--- config.mk ---
export PLATFORM = sky130hd
export DESIGN_NAME = hsbuffer_flat
export DESIGN_NICKNAME = d
export VERILOG_FILES = /design/src/rtl/hsbuffer_if.sv /design/src/rtl/hsbuffer.sv /design/src/flat_wrapper.sv
export SDC_FILE = /design/constraint.sdc
export NUM_CORES = 1
export LEC_CHECK = 0
export CAP_MARGIN = 10
export CORE_MARGIN = 8
export CORE_UTILIZATION = 40
export CTS_CLUSTER_DIAMETER = 40
export DETAILED_ROUTE_END_ITERATION = 10
export GPL_TIMING_DRIVEN = 0
export HOLD_SLACK_MARGIN = 0.08
export PLACE_DENSITY = 0.58
export REMOVE_ABC_BUFFERS = 1
export SLEW_MARGIN = 20
export SYNTH_ARGS = -nofsm -noshare
export SYNTH_HDL_FRONTEND = slang
export SYNTH_SLANG_ARGS = --single-unit
--- constraint.sdc ---
create_clock -name clk -period 4.4 [get_ports clk]
set_input_delay 0.44 -clock clk [delete_from_list [all_inputs] [get_ports clk]]
set_output_delay 0.44 -clock clk [all_outputs]
set_load 0.01 [all_outputs]
--- src/rtl/hsbuffer_if.sv ---
// hsbuffer_if: upstream and downstream four-phase handshake bundle with fill status
interface hsbuffer_if #(
    parameter int WIDTH = 8,
    parameter int ADDRW = 2
);
    logic [WIDTH-1:0] a;
    logic             req_in;
    logic             ack_out;
    logic [WIDTH-1:0] q;
    logic             req_out;
    logic             ack_in;
    logic [ADDRW:0]   count;
    logic             full;
    logic             empty;

    modport slave (
        input  a, req_in, ack_in,
        output ack_out, q, req_out, count, full, empty
    );

    modport master (
        output a, req_in, ack_in,
        input  ack_out, q, req_out, count, full, empty
    );
endinterface

--- src/rtl/hsbuffer.sv ---
// hsbuffer: elastic FIFO stage, four-phase consumer upstream and four-phase producer downstream
module hsbuffer #(
    parameter int WIDTH = 8,
    parameter int DEPTH = 4,
    parameter int ADDRW = 2
) (
    input logic       clk,
    input logic       reset,
    hsbuffer_if.slave bus
);
    localparam logic [ADDRW:0] FULL_CNT = (ADDRW+1)'(DEPTH);

    typedef enum logic {U_IDLE = 1'b0, U_ACK = 1'b1} u_state_t;
    typedef enum logic [1:0] {D_IDLE = 2'b00, D_REQ = 2'b01, D_WAIT = 2'b10} d_state_t;

    u_state_t         u_state_q, u_state_d;
    d_state_t         d_state_q, d_state_d;
    logic [ADDRW-1:0] wptr_q, wptr_d, rptr_q, rptr_d;
    logic [ADDRW:0]   count_q, count_d;
    logic             full_q, full_d, empty_q, empty_d;
    logic [WIDTH-1:0] q_q, q_d;
    logic [WIDTH-1:0] mem [DEPTH];
    logic             push, pop;

    // State and datapath registers; memory contents are deliberately left out of reset
    always_ff @(posedge clk or negedge reset) begin
        if (!reset) begin
            u_state_q <= U_IDLE;
            d_state_q <= D_IDLE;
            wptr_q    <= '0;
            rptr_q    <= '0;
            count_q   <= '0;
            full_q    <= 1'b0;
            empty_q   <= 1'b1;
            q_q       <= '0;
        end else begin
            u_state_q <= u_state_d;
            d_state_q <= d_state_d;
            wptr_q    <= wptr_d;
            rptr_q    <= rptr_d;
            count_q   <= count_d;
            full_q    <= full_d;
            empty_q   <= empty_d;
            q_q       <= q_d;
        end
    end

    // Storage array, written only on an accepted upstream word
    always_ff @(posedge clk) begin
        if (push)
            mem[wptr_q] <= bus.a;
    end

    // Upstream next state: a persisting req in U_ACK simply holds the acknowledge
    always_comb begin
        u_state_d = (u_state_q == U_IDLE) ? (push ? U_ACK : U_IDLE)
                                          : (bus.req_in ? U_ACK : U_IDLE);
    end

    // Downstream next state: an early ack in D_IDLE is ignored
    always_comb begin
        d_state_d = d_state_q;
        case (d_state_q)
            D_IDLE:  if (!empty_q) d_state_d = D_REQ;
            D_REQ:   if (bus.ack_in) d_state_d = D_WAIT;
            D_WAIT:  if (!bus.ack_in) d_state_d = D_IDLE;
            default: d_state_d = D_IDLE;
        endcase
    end

    // Push/pop decisions use the pre-edge full/empty so a same-edge pop never admits a push when full
    always_comb begin
        push    = (u_state_q == U_IDLE) && bus.req_in && !full_q;
        pop     = (d_state_q == D_IDLE) && !empty_q;
        wptr_d  = wptr_q + ADDRW'(push);
        rptr_d  = rptr_q + ADDRW'(pop);
        count_d = count_q + (ADDRW+1)'(push) - (ADDRW+1)'(pop);
        full_d  = count_d == FULL_CNT;
        empty_d = count_d == '0;
        q_d     = pop ? mem[rptr_q] : q_q;
    end

    assign bus.ack_out = u_state_q == U_ACK;
    assign bus.req_out = d_state_q[0];
    assign bus.q       = q_q;
    assign bus.count   = count_q;
    assign bus.full    = full_q;
    assign bus.empty   = empty_q;
endmodule

--- src/flat_wrapper.sv ---
// flat-port wrapper written by rule: the top's interface ports become plain ports
module hsbuffer_flat 
#(
    parameter int WIDTH = 8,
    parameter int DEPTH = 4,
    parameter int ADDRW = 2
)
  (clk, reset, bus_a, bus_req_in, bus_ack_in, bus_ack_out, bus_q, bus_req_out, bus_count, bus_full, bus_empty);
  hsbuffer_if #(.WIDTH(WIDTH), .ADDRW(ADDRW)) bus_i ();
  input logic clk;
  input logic reset;
  input wire logic [$bits(bus_i.a)-1:0] bus_a;
  input wire logic [$bits(bus_i.req_in)-1:0] bus_req_in;
  input wire logic [$bits(bus_i.ack_in)-1:0] bus_ack_in;
  output wire logic [$bits(bus_i.ack_out)-1:0] bus_ack_out;
  output wire logic [$bits(bus_i.q)-1:0] bus_q;
  output wire logic [$bits(bus_i.req_out)-1:0] bus_req_out;
  output wire logic [$bits(bus_i.count)-1:0] bus_count;
  output wire logic [$bits(bus_i.full)-1:0] bus_full;
  output wire logic [$bits(bus_i.empty)-1:0] bus_empty;
  assign bus_i.a = bus_a;
  assign bus_i.req_in = bus_req_in;
  assign bus_i.ack_in = bus_ack_in;
  assign bus_ack_out = bus_i.ack_out;
  assign bus_q = bus_i.q;
  assign bus_req_out = bus_i.req_out;
  assign bus_count = bus_i.count;
  assign bus_full = bus_i.full;
  assign bus_empty = bus_i.empty;
  hsbuffer #(.WIDTH(WIDTH), .DEPTH(DEPTH), .ADDRW(ADDRW)) u_core (.clk(clk), .reset(reset), .bus(bus_i));
endmodule
==> flow_summary.json <==
{
  "fin_crit_sh_pct": 55.0,
  "drv_cap": 0,
  "ant_nets": 0,
  "hold_buffers": 0,
  "slew_headroom_pct": 38.6,
  "yosys_warnings": 0,
  "grt_pass1_vias": 1085,
  "dp_hpwl_mm": 2.23,
  "clk_path_buf_depth": 2,
  "area_delta_synth_final_pct": 22.7,
  "cts-root-buf": "clkbuf_8",
  "worst-setup-path-type": "reg -> reg",
  "hp-class": "reg -> reg",
  "gp_congestion": 0.652,
  "clock_sinks": 52,
  "outcome": "completed",
  "synth.avg_cell_area_sq_um": 20.7,
  "routedWlPerCell_microns": 16.5,
  "crit_path_max_incr_delay_ns": 0.63,
  "drt_wl_total_mm": 3.29,
  "worst_hold_slack_ns": 0.482,
  "synth_seq_area_share_pct": 72.7,
  "r2r_cells": 6,
  "die_x_microns": 86.9,
  "postCtsSetupBuffers": 0,
  "cts_tree": "done",
  "fin_cells": 199,
  "r2r_start": "u_core.d_state_q[1]$_DFFE_PN0P_",
  "grt_overflow": 0,
  "fin_nets": 145,
  "fin_crit_ns": 2.42,
  "htreeDepth": 2,
  "cp-end-kind": "register",
  "syn_area_sq_um": 2010,
  "vias": 937,
  "hold_start": "u_core.bus.full$_DFF_PN0_",
  "n_antenna_cell": 0,
  "die_area_sq_um": 7550,
  "slew_violations": 0,
  "ios": 27,
  "cts_resized": 0,
  "utilization_pct": 49.5,
  "synth.distinct_cells": 21,
  "final_common_cell": "edfxtp_1",
  "synth-seq-cells": 52,
  "cellLeakagePower_nw": 0.927,
  "fp-row-count": 26,
  "critical_path_required_ns": 4.61,
  "grt_antenna_before_repair": 0,
  "fin_skew_ns": 0.00928,
  "hold_depth": 1,
  "dr.pass1.iters": 4,
  "rsz0062_at_grt": "no",
  "cts_inserted_buffers": 5,
  "grt_pass1_wl_mm": 5.58,
  "p_per_area_nw_per_um2": 672,
  "placed_cells": 191,
  "finalHoldViolations": 0,
  "via_per_inst": 4.71,
  "path_clk_slew_ns": 0.08,
  "crit_chain": "nor3_4 > ha_1 > inv_1 > ha_1 > fa_1 > nor3_1",
  "core_sq_um": 4980,
  "setup_viol": 0,
  "worstPathArrival_ns": 2.63,
  "cp_max_fo": 10,
  "portBuffers": 26,
  "clk_latency_ns": 0.30,
  "fin_setup_tns_ns": 0,
  "drt_iter0_markers": 50,
  "most-common-layout-cells": "edfxtp_1 (32), clkdlybuf4s50_1 (26), dfrtp_1 (19), mux4_2 (8), mux2_4 (8)",
  "final_layout_size_suffix_gt1_share_pct": 22.5,
  "cp-start-kind": "register",
  "critPathSlowestCell": "nor3_4",
  "timing.rr.end": "u_core.bus.empty$_DFF_PN1_",
  "worst_pin_slew_ns": 0.918,
  "r2r_slack_ns": 1.98,
  "peakVddDrop_mv": 0.247,
  "timing.fmax_mhz": 413,
  "drc": 0,
  "synthCells": 97,
  "cpMostUsedCell": "ha_1",
  "initial_core_util_pct": 40.4,
  "holdPathEnd": "u_core.bus.ack_out$_DFF_PN0_",
  "globalRouteTotalUtil_pct": 10.2,
  "grt_max_degree": 21,
  "dieHeight_microns": 86.9
}
-- layout make-up --
class	count	area, sq um
clock buffer	6	72.6
clock inverter	2	35.0
fill	428	2510
inverter	6	22.5
multi-input combinational	37	526
sequential	52	1460
tap	70	87.6
timing repair buffer	26	260
-- synthesized netlist by cell type --
library cell,n,share of area [%]
edfxtp_1,32,48
dfrtp_1,19,24
mux2_4,8,6.0
mux4_2,8,9.0
inv_1,6,1.1
ha_1,4,2.5
nor3b_1,3,1.1
xor2_1,3,1.3
nor3_1,2,0.50
a211oi_1,1,0.37
a21boi_0,1,0.37
and2_1,1,0.31
and3_1,1,0.31
buf_6,1,0.56
clkbuf_1,1,0.19
dfstp_2,1,1.3
fa_1,1,1.0
nor2b_1,1,0.31
nor3_4,1,0.81
or3b_2,1,0.44
xnor3_1,1,1.1
-- registers in the layout, indices dropped and copies added (netlist names) --
name,count
u_core.mem,32
u_core.bus.q,8
u_core.bus.count,3
u_core.d_state_q,2
u_core.rptr_q,2
u_core.wptr_q,2
u_core.bus.ack_out,1
u_core.bus.empty,1
u_core.bus.full,1
-- stage by stage --
stage / power, mW / setup WS, ns / area, sq um
floorplan: 1.13 / 2.26 / 2000
detailed placement: 1.37 / 1.86 / 2360
finish: 1.66 / 1.98 / 2470
global route: 1.78 / 1.76 / 2470
global placement: 1.34 / 1.40 / 2340
CTS: 1.69 / 1.91 / 2470
-- how the worst max path moves through the flow --
stage	slack [ns]	depth (start not counted)	from	to
after floorplan	2.26	7	u_core.d_state_q[0]$_DFFE_PN0P_	u_core.bus.full$_DFF_PN0_
after global placement	1.40	3	bus_req_in	u_core.mem[1][0]$_DFFE_PP_
after detailed placement	1.86	3	bus_req_in	u_core.mem[1][4]$_DFFE_PP_
after CTS	1.91	7	u_core.d_state_q[1]$_DFFE_PN0P_	u_core.bus.full$_DFF_PN0_
after global routing	1.76	7	u_core.d_state_q[1]$_DFFE_PN0P_	u_core.bus.full$_DFF_PN0_
final	1.98	6	u_core.d_state_q[1]$_DFFE_PN0P_	u_core.bus.empty$_DFF_PN1_
-- cells by family after synthesis --
family	share of synthesized area (%)
flops	72.7
compound gates	0.747
simple gates	3.80
fa+ha+maj	3.48
mux	14.9
xor+xnor	2.43
buf+inv	1.87
-- power by group --
group	switching, mW	internal [mW]	total, mW
logic	0.212	0.367	0.579
clock network	0.147	0.169	0.316
registers	0.114	0.650	0.763
-- routing by layer --
| metal | vias to the layer above | wire (microns) | GRT usage, % |
|---|---|---|---|
| li1 | 433 | - | - |
| met1 | 482 | 1260 | 10.3 |
| met2 | 17 | 1870 | 19.1 |
| met3 | 5 | 111 | 3.21 |
| met4 | 0 | 46 | 3.76 |
| met5 | - | 0 | 0 |
-- critical path, delay by kind of cell (launching register included) --
kind / cells / cell delay [ns]
buffers and inverters: 1 / 0.05
adder cells (fa/ha/maj): 3 / 0.98
flip-flops: 1 / 0.44
AND/OR/NAND/NOR: 2 / 0.87
(Power assumes the default switching activity.)
==> edit, RTL diff (config.mk and constraints unchanged) <==
Take the reset off `q_q` and load it in a clocked block of its own.
--- a/src/rtl/hsbuffer.sv
+++ b/src/rtl/hsbuffer.sv
@@ -32,7 +32,6 @@
             count_q   <= '0;
             full_q    <= 1'b0;
             empty_q   <= 1'b1;
-            q_q       <= '0;
         end else begin
             u_state_q <= u_state_d;
             d_state_q <= d_state_d;
@@ -41,8 +40,11 @@
             count_q   <= count_d;
             full_q    <= full_d;
             empty_q   <= empty_d;
-            q_q       <= q_d;
         end
+    end
+
+    always_ff @(posedge clk) begin
+        q_q <= q_d;
     end
 
     // Storage array, written only on an accepted upstream word
Behaviour: differs if reset is asserted again (counterexample within 4 cycles, from zero or initial values and one cycle with reset low); with reset held inactive, the same outputs for 10 cycles.
==> edit against the original RTL <==
Design area is 5.0% lower. Die area is 3.3% lower. Setup slack better by 200 ps. Via count is 4.1% lower. Total power is 9.2% lower. First-iteration DRC count is 88% higher. Clock skew is 4.4 ps lower. Synthesized cell count is 8.2% lower. Sequential cell count stayed put. Routed wire length is 0.24% lower. Area after synthesis is 4.0% lower. Largest cell class unchanged. Largest power group unchanged.
==> edit: results (changes against the original RTL) <==
GRT
  • First-pass GRT wire length: 5.513 mm (was 5.582 mm)
  • Tot GR Track Use: 0.1025 (was 0.1022)
  • Largest net degree at the start of global routing: 16 (was 21)
  • Initial antenna violation count: 0 (unchanged)
  • Vias in the first global route: 1040 (was 1085)

Routing
  • Vias: 899 (was 937)
  • DR iter-0 viols: 94 (was 50)
  • Final WL: 3.278 mm (was 3.286 mm)

Finish
  • Ratio of cells with drive above 1 in the final layout: 0.1803 (was 0.2248)
  • Fill cells: 385 (was 428)
  • Final nets: 138 (was 145)
  • Biggest register: u_core.mem (unchanged)
  • Antenna cells: 0 (unchanged)
  • Max FFs per register: 32 (unchanged)

Critical path
  • R2r setup slk: 2180 ps (was 1980 ps)
  • Slowest cell on crit path: nor3_2 (was nor3_4)
  • Slowest stage delay, CP: 470 ps (was 630 ps)
  • R2R Path Start: u_core.d_state_q[1]$_DFFE_PN0P_ (unchanged)
  • R2R depth: 7 (was 6)
  • Peak fanout along the critical path: 5 (was 10)
  • Reg2reg end: u_core.bus.full$_DFF_PN0_ (was u_core.bus.empty$_DFF_PN1_)

Synth
  • Post-synthesis mux area share: 0.09339 (was 0.1493)
  • Sequential element share of the synthesized area: 0.7789 (was 0.7274)
  • EDFF count, synth: 40 (was 32)
  • Async SR Flop Fraction: 0.2308 (was 0.3846)
  • Post-synthesis xor/xnor area fraction: 0.02594 (was 0.02427)
  • Synth top cells by count: edfxtp_1 (40), dfrtp_1 (11), mux4_2 (8) (was edfxtp_1 (32), dfrtp_1 (19), mux2_4 (8), mux4_2 (8), inv_1 (6))
  • Compound-gate portion of the synthesized area: 0.007782 (was 0.007467)
  • Top area cells in the synthesized netlist: edfxtp_1 (62%), dfrtp_1 (14%), mux4_2 (9.3%) (was edfxtp_1 (48%), dfrtp_1 (24%), mux4_2 (9.0%))
  • Synth Area in Adders: 0.03632 (was 0.03485)

Placement
  • Routability cong.: 0.6487 (was 0.6521)
  • DP Wirelength: 2.233 mm (about the same)

CTS
  • Clk_lat worst skew: 300 ps (about the same)
  • Root buffer cell: clkbuf_8 (unchanged)
  • H-tree levels: 2 (unchanged)
  • Clock transition at path regs: 90 ps
  • Clk buf depth: 2 (unchanged)
  • CTS resizes: 0 (unchanged)

STA
  • Rel. slew slack: 0.4820 (was 0.3859)
  • Setup Skew: 4.827 ps (was 9.275 ps)

Power
  • Psw: 0.4409 mW (was 0.4726 mW)
  • Leak: 0.8381 nW (was 0.9275 nW)
  • Maximum VDD drop: 320.4 uV (was 246.5 uV)

Hold path
  • Hold Path Class: in -> async (was reg -> reg)

Run status
  • Outcome: complete, no violations (unchanged)
==> edit: cell count changes in the layout (fill, tap and decap cells not counted), sizes merged <==
cell    delta
mux2       -8
edfxtp     +8
buf        +1
dfrtp      -8
clkinv     +1
bufinv     -1
==> edit: kinds of logic after synthesis <==
family,count (synthesis)
flops,52
fa+ha+maj,5
simple gates,10
buf+inv,8
compound gates,2
xor+xnor,4
mux,8
==> edit: routing by layer <==
metal / track usage / up-vias / wire length (um)
met5: 0 / - / 0
met4: 0.04299 / 0 / 31
met3: 0.04151 / 4 / 159
met2: 0.1728 / 20 / 1747
met1: 0.1112 / 468 / 1340
li1: - / 407 / -
==> edit: area by class of cell <==
class | count | area (um2) | share of cell area
flip-flops and latches | 52 | 1503 | 0.6412
multi-input cells | 29 | 402.9 | 0.1719
inverters | 6 | 22.52 | 0.009610
clock buffers | 6 | 72.57 | 0.03097
repair buffers | 27 | 267.8 | 0.1143
clock inverters | 2 | 7.507 | 0.003203
well taps | 54 | 67.56 | 0.02883
==> edit: per-stage QoR <==
stage                     instance area, um2  hold slack, ps  setup slack, ps  utilization  cells
after global routing                    2344           523.9             2038       0.4995    176
final                                   2344           490.0             2183       0.4995    176
after floorplan                         1913           144.4             1921            -     87
after CTS                               2344           497.1             2156       0.4995    176
after detailed placement                2263           489.2             1988       0.4824    168
after global placement                  2241           459.8             1330       0.4776    167
==> edit: power groups by stage <==
| stage | clock (mW) | combinational [mW] | sequential (mW) |
|---|---|---|---|
| floorplan | 0 | 0.239 | 0.797 |
| global route | 0.285 | 0.521 | 0.800 |
| detailed placement | 0 | 0.479 | 0.795 |
| global placement | 0 | 0.450 | 0.783 |
| CTS | 0.263 | 0.480 | 0.784 |
| finish | 0.254 | 0.470 | 0.781 |
==> edit: worst max-delay path by stage <==
stage | slack, ps | to | startpoint
2_1_floorplan | 1920 | u_core.bus.full$_DFF_PN0_ | u_core.d_state_q[0]$_DFFE_PN0P_
3_3_place_gp | 1330 | u_core.bus.full$_DFF_PN0_ | u_core.d_state_q[1]$_DFFE_PN0P_
3_5_place_dp | 1990 | u_core.mem[2][7]$_DFFE_PP_ | bus_req_in
4_1_cts | 2160 | u_core.bus.full$_DFF_PN0_ | u_core.d_state_q[1]$_DFFE_PN0P_
5_1_grt | 2040 | u_core.bus.empty$_DFF_PN1_ | u_core.d_state_q[1]$_DFFE_PN0P_
6_report | 2180 | u_core.bus.full$_DFF_PN0_ | u_core.d_state_q[1]$_DFFE_PN0P_
